--- src/rtl/jk_pkg.sv ---
// Shared types for the JK command front-end: FSM states, command encodings
// and a counter-width helper.
package jk_pkg;

  typedef enum logic [1:0] {
    IDLE = 2'b00,
    PAIR = 2'b01,
    EMIT = 2'b10,
    LOCK = 2'b11
  } jk_state_e;

  // bit1 drives oJ, bit0 drives oK
  localparam logic [1:0] CMD_HOLD = 2'b00;
  localparam logic [1:0] CMD_CLR  = 2'b01;
  localparam logic [1:0] CMD_SET  = 2'b10;
  localparam logic [1:0] CMD_TGL  = 2'b11;

  function automatic int cnt_width(input int max_val);
    if (max_val < 1) begin
      return 1;
    end else begin
      return $clog2(max_val + 1);
    end
  endfunction

endpackage

--- src/rtl/jk_debounce.sv ---
// One button channel: synchroniser chain, stable-count debounce and a
// one-cycle rising-edge event on the debounced level.
module jk_debounce
  import jk_pkg::*;
#(
  parameter int SYNC_STAGES     = 2,
  parameter int DEBOUNCE_CYCLES = 50000
) (
  input  logic clk_i,
  input  logic rst_i,
  input  logic btn_i,
  output logic level_o,
  output logic rise_o
);

  localparam int CW = cnt_width(DEBOUNCE_CYCLES);
  localparam logic [CW-1:0] CNT_LAST = CW'(DEBOUNCE_CYCLES - 1);

  logic [SYNC_STAGES-1:0] sync_q;
  logic [CW-1:0]          cnt_q;
  logic [CW-1:0]          cnt_d;
  logic                   level_q;
  logic                   level_d;
  logic                   level_prev_q;
  logic                   synced;

  assign synced = sync_q[SYNC_STAGES-1];

  // The flip happens on the cycle the count would reach DEBOUNCE_CYCLES,
  // so the counter itself never needs to hold that value.
  always_comb begin
    cnt_d   = '0;
    level_d = level_q;
    if (synced != level_q) begin
      if (cnt_q == CNT_LAST) begin
        level_d = ~level_q;
        cnt_d   = '0;
      end else begin
        cnt_d = cnt_q + CW'(1);
      end
    end else begin
      cnt_d = '0;
    end
  end

  always_ff @(posedge clk_i) begin
    if (rst_i) begin
      sync_q       <= '0;
      cnt_q        <= '0;
      level_q      <= 1'b0;
      level_prev_q <= 1'b0;
    end else begin
      sync_q       <= {sync_q[SYNC_STAGES-2:0], btn_i};
      cnt_q        <= cnt_d;
      level_q      <= level_d;
      level_prev_q <= level_q;
    end
  end

  assign level_o = level_q;
  assign rise_o  = level_q & ~level_prev_q;

endmodule

--- src/rtl/jk_cmd_gen.sv ---
// Turns debounced SET/CLR presses into one-cycle J/K command pulses,
// merging two presses inside the pairing window into a toggle.
module jk_cmd_gen
  import jk_pkg::*;
#(
  parameter int SYNC_STAGES     = 2,
  parameter int DEBOUNCE_CYCLES = 50000,
  parameter int PAIR_WINDOW     = 1000
) (
  input  logic iClk,
  input  logic iRst,
  input  logic iBtnSet,
  input  logic iBtnClr,
  output logic oJ,
  output logic oK,
  output logic oBusy
);

  localparam int WW = cnt_width(PAIR_WINDOW);
  localparam logic [WW-1:0] WIN_LAST = (PAIR_WINDOW > 0) ? WW'(PAIR_WINDOW - 1) : '0;

  logic lvl_set;
  logic lvl_clr;
  logic rise_set;
  logic rise_clr;
  logic other_rise;

  jk_state_e   state_q;
  jk_state_e   state_d;
  logic [1:0]  pend_q;
  logic [1:0]  pend_d;
  logic [WW-1:0] wcnt_q;
  logic [WW-1:0] wcnt_d;
  logic [1:0]  jk_q;
  logic [1:0]  jk_d;
  logic        busy_q;
  logic        busy_d;

  jk_debounce #(
    .SYNC_STAGES     (SYNC_STAGES),
    .DEBOUNCE_CYCLES (DEBOUNCE_CYCLES)
  ) u_set (
    .clk_i   (iClk),
    .rst_i   (iRst),
    .btn_i   (iBtnSet),
    .level_o (lvl_set),
    .rise_o  (rise_set)
  );

  jk_debounce #(
    .SYNC_STAGES     (SYNC_STAGES),
    .DEBOUNCE_CYCLES (DEBOUNCE_CYCLES)
  ) u_clr (
    .clk_i   (iClk),
    .rst_i   (iRst),
    .btn_i   (iBtnClr),
    .level_o (lvl_clr),
    .rise_o  (rise_clr)
  );

  assign other_rise = (pend_q == CMD_SET) ? rise_clr : rise_set;

  // The command is registered on the same edge that enters EMIT, so the
  // pulse lines up exactly with the single EMIT cycle.
  always_comb begin
    state_d = state_q;
    pend_d  = pend_q;
    wcnt_d  = wcnt_q;
    jk_d    = CMD_HOLD;
    case (state_q)
      IDLE: begin
        if (rise_set && rise_clr) begin
          state_d = EMIT;
          jk_d    = CMD_TGL;
        end else if (rise_set) begin
          state_d = PAIR;
          pend_d  = CMD_SET;
          wcnt_d  = '0;
        end else if (rise_clr) begin
          state_d = PAIR;
          pend_d  = CMD_CLR;
          wcnt_d  = '0;
        end else begin
          state_d = IDLE;
        end
      end
      PAIR: begin
        if ((PAIR_WINDOW > 0) && other_rise) begin
          state_d = EMIT;
          jk_d    = CMD_TGL;
        end else if ((PAIR_WINDOW == 0) || (wcnt_q == WIN_LAST)) begin
          state_d = EMIT;
          jk_d    = pend_q;
        end else begin
          wcnt_d = wcnt_q + WW'(1);
        end
      end
      EMIT: begin
        state_d = LOCK;
      end
      LOCK: begin
        if (!lvl_set && !lvl_clr) begin
          state_d = IDLE;
        end else begin
          state_d = LOCK;
        end
      end
      default: begin
        state_d = IDLE;
      end
    endcase
  end

  assign busy_d = (state_d == PAIR) || (state_d == LOCK);

  always_ff @(posedge iClk) begin
    if (iRst) begin
      state_q <= IDLE;
      pend_q  <= CMD_HOLD;
      wcnt_q  <= '0;
      jk_q    <= CMD_HOLD;
      busy_q  <= 1'b0;
    end else begin
      state_q <= state_d;
      pend_q  <= pend_d;
      wcnt_q  <= wcnt_d;
      jk_q    <= jk_d;
      busy_q  <= busy_d;
    end
  end

  assign oJ    = jk_q[1];
  assign oK    = jk_q[0];
  assign oBusy = busy_q;

endmodule

--- config.mk ---
export PLATFORM = sky130hd
export DESIGN_NAME = jk_cmd_gen
export DESIGN_NICKNAME = d
export VERILOG_FILES = /design/src/rtl/jk_pkg.sv /design/src/rtl/jk_debounce.sv /design/src/rtl/jk_cmd_gen.sv
export SDC_FILE = /design/constraint.sdc
export NUM_CORES = 1
export LEC_CHECK = 0
export ABC_AREA = 0
export CAP_MARGIN = 20
export CORE_MARGIN = 3
export CORE_UTILIZATION = 60
export CTS_BUF_LIST = sky130_fd_sc_hd__clkbuf_8
export CTS_CLUSTER_SIZE = 24
export DETAILED_ROUTE_END_ITERATION = 6
export MAX_ROUTING_LAYER = met4
export PLACE_DENSITY = 0.78
export SLEW_MARGIN = 20
export SYNTH_ARGS = -nofsm -noshare
export SYNTH_HDL_FRONTEND = slang
export SYNTH_HIERARCHICAL = 1
export SYNTH_SLANG_ARGS = --single-unit
export TNS_END_PERCENT = 30
--- constraint.sdc ---
create_clock -name iClk -period 2.6 [get_ports iClk]
set_clock_uncertainty 0.2 [all_clocks]
set_input_delay 0.52 -clock iClk [delete_from_list [all_inputs] [get_ports iClk]]
set_output_delay 0.52 -clock iClk [all_outputs]
set_load 0.05 [all_outputs]
# Word level (Yosys, flattened, before mapping)
# Cells that the tools add are included.
[word_totals]
input_bits = 4
word_cells = 74
regBits = 57
[classes]
n_eq_ne = 15
n_mux = 20
n_bitwise = 9
reduce_logical = 14
add_sub_neg = 3
[op_table]
columns = ["cell", "n"]
rows = [
  ["$mux 10", 5],
  ["$add 16x1->16 const B", 2],
  ["$eq 16x16->1 const B", 2],
  ["$pmux 10 s2", 1],
  ["$mux 2", 9],
  ["$add 10x1->10 const B", 1],
  ["$eq 10x10->1 const B", 1],
  ["$eq 2x2->1 const B", 4],
  ["$pmux 2 s4", 1],
  ["$not 1->1", 7],
  ["$ne 2x2->1 const B", 3],
  ["$reduce_or 3->1", 2],
  ["$reduce_and 5->1", 1],
  ["$eq 2x1->1 const B", 2],
  ["$pmux 2 s2", 1],
  ["$reduce_and 2->1", 2],
  ["$reduce_bool 2->1", 2],
  ["$mux 1", 3],
  ["$ne 3x3->1 const B", 1],
  ["$reduce_and 3->1", 1],
  ["$and 1x1->1", 2],
  ["$logic_and 1x1->1", 2],
  ["$logic_not 1->1", 2],
  ["$logic_not 2->1", 1],
  ["other kinds (2)", 3],
]

# Logic depth before layout (Yosys ltp)
# Gate-level depths: netlist of run 1.
[logic_depth]
depth_word = 8
depth_mapped = 8
depth_no_buf = 8

# Cells and area by module
# The synthesis of run 1 kept the hierarchy.
[modules_own_cells]
columns = ["mod", "area_per_inst_um2", "instances", "cells_each"]
rows = [
  ["jk_debounce", 887.1, 2, 90],
  ["jk_cmd_gen", 940.9, 1, 107],
]

# Worst setup path after synthesis of run 1
# Ideal clock, no wire load.
[synth_path]
path_kind = "register to register"
from = "register u_set.level_q, in the netlist u_set/level_o"
to = "register wcnt_q[3]"
setup_time_ns = 0.120
required_time_ns = 2.280
path_stages_with_launch = 9
t_arrival_ns = 1.714
setup_slack_ns = 0.566
path_cell_list = "dfxtp_1 -> nor2b_1 -> inv_1 -> ha_1 -> or3_1 -> nor2_1 -> or2_1 -> or4_1 -> nand2_1"
[synth_between]
elab_chain_cells = 4
elab_cells_between_ends = 10
[synth_lines]
columns = ["item", "line", "rtl"]
rows = [
  ["start, declared", "jk_debounce.sv:22", "logic level_q;"],
  ["start signal, assigned", "jk_debounce.sv:55", "level_q <= level_d;"],
  ["$and 1x1->1 *", "jk_debounce.sv:61", "assign rise_o = level_q & ~level_prev_q;"],
  ["via rise_set", "jk_cmd_gen.sv:24", "logic rise_set;"],
  ["$mux 1 (tied with other cells)", "jk_cmd_gen.sv:61", "assign other_rise = (pend_q == CMD_SET) ? rise_clr : rise_set;"],
  ["$ne 2x2->1 (no source line) or $mux 10 (tied branches)", "--", ""],
  ["$reduce_and 5->1 (no source line) or $pmux 10 s2 (tied branches)", "--", ""],
  ["end signal, assigned", "jk_cmd_gen.sv:126", "wcnt_q <= wcnt_d;"],
  ["end, declared", "jk_cmd_gen.sv:32", "logic [WW-1:0] wcnt_q;"],
]
# Mark *: on every way through the listed nets, which the timed path passes. The rest lies on a longest branch. The select of a mux whose other input is x is not followed.
# A chain may end at the register's enable or synchronous reset.

# Final worst setup path of run 1
# Same ends and word-level chain as after synthesis.

==> results of run 1 <==
==> per-stage QoR <==
stage               setup slack [ps]  utilization  cell area, um2
floorplan                        566            -            2720
global placement                 418        0.673            2810
detailed placement               330        0.673            2810
CTS                              315        0.722            3010
global route                    77.5        0.722            3010
finish                           303        0.722            3010
==> critical path: stages, from the launching register on <==
cell and delay [ps]:
dfxtp_1 390, nor2b_1 240, inv_1 120, ha_1 230, or3_1 360, nor2_1 220
or2_1 230, or4_1 140, nand2_1 50
==> how the worst max path moves through the flow <==
stage	from	endpoint	slack, ps
final	u_set/level_o$_SDFFE_PP0P_	wcnt_q[3]$_SDFFE_PP0P_	300
after global routing	u_set/level_o$_SDFFE_PP0P_	wcnt_q[3]$_SDFFE_PP0P_	80
after CTS	u_set/level_o$_SDFFE_PP0P_	wcnt_q[3]$_SDFFE_PP0P_	310
after detailed placement	u_set/level_o$_SDFFE_PP0P_	wcnt_q[3]$_SDFFE_PP0P_	330
after global placement	u_set/level_o$_SDFFE_PP0P_	wcnt_q[3]$_SDFFE_PP0P_	420
after floorplan	u_set/level_o$_SDFFE_PP0P_	wcnt_q[3]$_SDFFE_PP0P_	570
==> Yosys cell counts (all sizes together) <==
library cell,count,share of area
nand3b,2,0.0055
nor3,14,0.028
clkbuf,2,0.0028
a31oi,1,0.0023
nand2,17,0.026
a32oi,2,0.0065
ha,5,0.023
nor4b,3,0.012
or2,1,0.0023
nor2b,11,0.025
o31ai,1,0.0028
a21oi,7,0.014
dfxtp,57,0.42
and4,1,0.0032
o21ai,5,0.0092
a22oi,1,0.0028
xnor2,28,0.090
nor4,8,0.043
nor4bb,2,0.0074
nand3,13,0.029
xor2,2,0.0065
nor2,50,0.073
mux2i,7,0.026
and3,3,0.0069
a311oi,2,0.0065
o211a,1,0.0037
inv,8,0.011
o211ai,2,0.0055
or3,8,0.020
nand4b,3,0.0097
buf,5,0.016
or4,3,0.0083
nand4,9,0.036
and4bb,3,0.014
==> report_power, final <==
part           switching (mW)  internal, mW
Combinational          0.0636        0.0349
Clock                   0.342         0.491
Sequential             0.0120         0.887
==> cells by family (layout without fill, tap and decap cells) <==
group	count (synthesis)	after routing
simple gates	151	151
flops	57	57
xor+xnor	30	30
compound gates	22	22
buf+inv	15	33
mux	7	7
fa+ha+maj	5	5
==> registers in the layout, summed over array words and instances, names as in the netlist <==
signal,count
jk_q,2
oBusy,1
pend_q,2
state_q,2
u_clr/cnt_q,16
u_clr/level_o,1
u_clr/level_prev_q,1
u_clr/sync_q,2
u_set/cnt_q,16
u_set/level_o,1
u_set/level_prev_q,1
u_set/sync_q,2
wcnt_q,10
==> final cells by class <==
cell class                 instances  area [um2]  share of cell area
clock inverter                     5        53.8              0.0178
multi-input combinational        215        1490               0.495
tap                               50        62.6              0.0208
sequential                        57        1140               0.379
inverter                           8        30.0             0.00996
timing repair buffer               9        82.6              0.0274
clock buffer                      11         151              0.0502
==> per-layer routing <==
layer	global-route usage	wire length, um	vias to the layer above
li1	-	-	1028
met1	0.267	2300	936
met2	0.323	2180	25
met3	0.0848	166	8
met4	0.0656	71	0
met5	-	0	-
==> metrics.yaml, run 1 <==
avgSynthCellArea_um2: 9.46
ys_warn_count: 6
cts_buffers: 9
layout_common_cells: "dfxtp_1, nor2_1, xnor2_1"
hpwl_um: 3310
first_iter_violations: 108
grt_pass1_vias: 1954
fmax_mhz: 435
die_area_mm2: 0.00537
fin_setup_tns_ps: 0
final_cells: 355
via_per_inst: 5.63
finalNetCount: 309
status: "completed"
synth_cell_type_count: 47
grt_antenna_before_repair: 0
h-tree-depth: 3
cts_root_buf: "clkbuf_8"
holdBufCountCts: 0
clock-sinks: 57
initial_core_util: 0.651
drive_gt1_frac: 0.154
yosys.area_share.adder: 0.0230
max-cap-violations: 0
post_cts_resized: 0
power.density_mw_per_mm2: 607
worstSetupPathType: "flip-flop to flip-flop"
drt-wirelength-per-cell_um: 13.3
cp.arrival_ps: 2320
min_period_ps: 2300
fin_crit_sh: 0.884
vias: 1997
seq_area_frac_synth: 0.420
cp.required_ps: 2620
synth_xor_area_frac: 0.0968
r2r-start: "u_set/level_o$_SDFFE_PP0P_"
synth_compound_area_frac: 0.0535
fillers: 316
postSynthNetCount: 296
grt_usage: 0.215
drc_errors: 0
synth_area_mm2: 0.00272
ir_worst_vdd_uv: 506
drt-total-wl_um: 4720
finalSetupViolCount: 0
synth-seq-cells: 57
ioPinCount: 7
clockBufferDepth: 2
die_width_um: 73.3
tightest_slew_ps: 567
endpoint_kind: "flip-flop"
r2r_end: "wcnt_q[3]$_SDFFE_PP0P_"
n_antenna_cell: 0
grt_overflow: 0
synth_mux_area_frac: 0.0258
final_hold_viol_count: 0
reg2reg_depth: 8
r2r_slack_ps: 300
hp-class: "flip-flop to flip-flop"
insertion_delay_ps: 330
synth_top_family_by_area: "simple AND/OR/NAND/NOR gates"
p_leak_nw: 1.00
dr.pass1.iters: 4
rsz0062_at_grt: "false"
ant_nets: 0
total_power_mw: 1.83
layout.cells.most_common: "dfxtp_1"
holdWs_ps: 243
clk_pin_slew_ps: 60
dp_cells: 339
syn2layout_area_growth_pct: 11.0
grt_pass1_wl_um: 8670
postCtsSetupBuffers: 0
num_rows: 23
die_h_um: 73.3
hold-path-endpoint: "u_set/sync_q[1]$_SDFF_PP0_"
critPathMaxFanout: 5
startpoint_type: "flip-flop"
synthCells: 287
slew_violations: 0
gp_congestion: 0.803
port_buffers: 6
hold_depth: 1
hold_start: "u_set/sync_q[0]$_SDFF_PP0_"
cts_tree: "yes"
synth-simple-area-share: 0.351
grt_start_max_net_pins: 21
core-area_mm2: 0.00417
maxSlewHeadroom: 0.622
No activity file was read; power rests on OpenSTA's default activity.
==> inputs of run 2 (changes only) <==
--- a/config.mk
+++ b/config.mk
@@ -8,12 +8,11 @@
 export ABC_AREA = 0
 export CAP_MARGIN = 20
 export CORE_MARGIN = 3
-export CORE_UTILIZATION = 60
+export CORE_UTILIZATION = 47
 export CTS_BUF_LIST = sky130_fd_sc_hd__clkbuf_8
-export CTS_CLUSTER_SIZE = 24
+export CTS_CLUSTER_SIZE = 25
 export DETAILED_ROUTE_END_ITERATION = 6
 export MAX_ROUTING_LAYER = met4
-export PLACE_DENSITY = 0.78
 export SLEW_MARGIN = 20
 export SYNTH_ARGS = -nofsm -noshare
 export SYNTH_HDL_FRONTEND = slang
==> run 2 against run 1 <==
Final area rose by 1.0%. Sequential power rose by 0.4%. Worst setup slack got worse by 4.1 ps. Die area rose by 25%. Clock-buffer cell count rose by 1. Sequential share of layout area fell by 0.37 points. Via count fell by 0.55%. Non-clock buffer count did not move. Global-route usage fell by 3.8 points. First-iteration DRC count fell by 30%. Combinational power fell by 5.5%. Final cell count rose by 6.2%. Critical path type unchanged. Critical endpoint unchanged. Highest routed layer unchanged.
==> metrics.yaml, run 2 (same netlist as run 1, synthesis figures left out) <==
cts_buffers: 9
n_antenna_cell: 0
post_cts_resized: 0
slowest_stage: "dfxtp_1"
initial_core_util: 0.490
drt-total-wl_um: 4790
total_power_mw: 1.85
cts_tree: "yes"
insertion_delay_ps: 340
rsz0062_at_grt: "false"
cp.depth: 8
holdBufCountCts: 0
min_period_ps: 2300
port_buffers: 6
clockBufferDepth: 2
hpwl_um: 3240
layout.cells.most_common: "dfxtp_1"
reg2reg_depth: 8
fillers: 520
cts_root_buf: "clkbuf_8"
place_area_mm2: 0.00284
final_hold_viol_count: 0
worstSetupPathType: "flip-flop to flip-flop"
drt-wirelength-per-cell_um: 12.7
fmax_mhz: 435
grt_start_max_net_pins: 16
endpoint_kind: "flip-flop"
grt_antenna_before_repair: 0
power.density_mw_per_mm2: 609
vias: 1986
core-area_mm2: 0.00554
p_leak_nw: 1.01
startpoint_type: "flip-flop"
via_per_inst: 5.27
syn2layout_area_growth_pct: 12.1
hold_depth: 1
h-tree-depth: 3
die_h_um: 82.0
grt_overflow: 0
slew_violations: 0
die_area_mm2: 0.00672
fin_crit_sh: 0.885
grt_pass1_wl_um: 8610
grt_pass1_vias: 1862
max-cap-violations: 0
tightest_slew_ps: 594
holdWs_ps: 238
cp.required_ps: 2630
cp.arrival_ps: 2330
clock-sinks: 57
ioPinCount: 7
drive_gt1_frac: 0.148
ant_nets: 0
grt_usage: 0.177
cpPeakStageDelay_ps: 390
finalNetCount: 309
num_rows: 27
final_cell_area_mm2: 0.00304
crit_chain: "nor2b_1, inv_1, ha_1, or3_1, nor2_1, or2_1, or4_1, nand2_1"
die_width_um: 82.0
gp_congestion: 0.761
layout_common_cells: "dfxtp_1, nor2_1, xnor2_1"
fin_setup_tns_ps: 0
drc_errors: 0
maxSlewHeadroom: 0.604
clk_pin_slew_ps: 70
crit_buf_inv: 1
largest_registers: "u_clr/cnt_q x16, u_set/cnt_q x16, wcnt_q x10"
finalSetupViolCount: 0
status: "completed"
first_iter_violations: 76
dr.pass1.iters: 4
path_delay_family: "simple AND/OR/NAND/NOR gates"
hp-class: "flip-flop to flip-flop"
critPathMaxFanout: 5
postCtsSetupBuffers: 0
ir_worst_vdd_uv: 355
run 2: layout make-up:
class | count | area, um2 | area share
Tap cell | 72 | 90.1 | 0.0296
Clock buffer | 12 | 165 | 0.0543
Clock inverter | 4 | 42.5 | 0.0140
Inverter | 8 | 30.0 | 0.00986
Sequential cell | 57 | 1140 | 0.375
Multi-Input combinational cell | 215 | 1490 | 0.490
Timing Repair Buffer | 9 | 82.6 | 0.0271
run 2: stage by stage:
step / util / cells / setup slack (ps)
after floorplan: - / 287 / 566
after global placement: 0.512 / 361 / 381
after detailed placement: 0.512 / 361 / 304
after CTS: 0.549 / 377 / 296
after global routing: 0.549 / 377 / 156
final: 0.549 / 377 / 299
run 2: routing by layer:
| layer | up-vias | wire length (um) | global-route usage |
|---|---|---|---|
| met5 | - | 0 | - |
| met3 | 10 | 157 | 0.0526 |
| li1 | 1039 | - | - |
| met4 | 0 | 99 | 0.0997 |
| met1 | 918 | 2510 | 0.224 |
| met2 | 19 | 2030 | 0.250 |
run 2: path summary, 6_finish.rpt:
kind,from,endpoint,slack [ps]
worst max-delay path,u_set/level_o$_SDFFE_PP0P_,wcnt_q[3]$_SDFFE_PP0P_,300
worst min-delay path,u_clr/sync_q[0]$_SDFF_PP0_,u_clr/sync_q[1]$_SDFF_PP0_,240
worst max register to register,u_set/level_o$_SDFFE_PP0P_,wcnt_q[3]$_SDFFE_PP0P_,300
worst min register to register,u_clr/sync_q[0]$_SDFF_PP0_,u_clr/sync_q[1]$_SDFF_PP0_,240
run 2: power breakdown:
group	switching, mW	internal, mW
Clock	0.345	0.512
Combinational	0.0583	0.0348
Sequential	0.0159	0.887
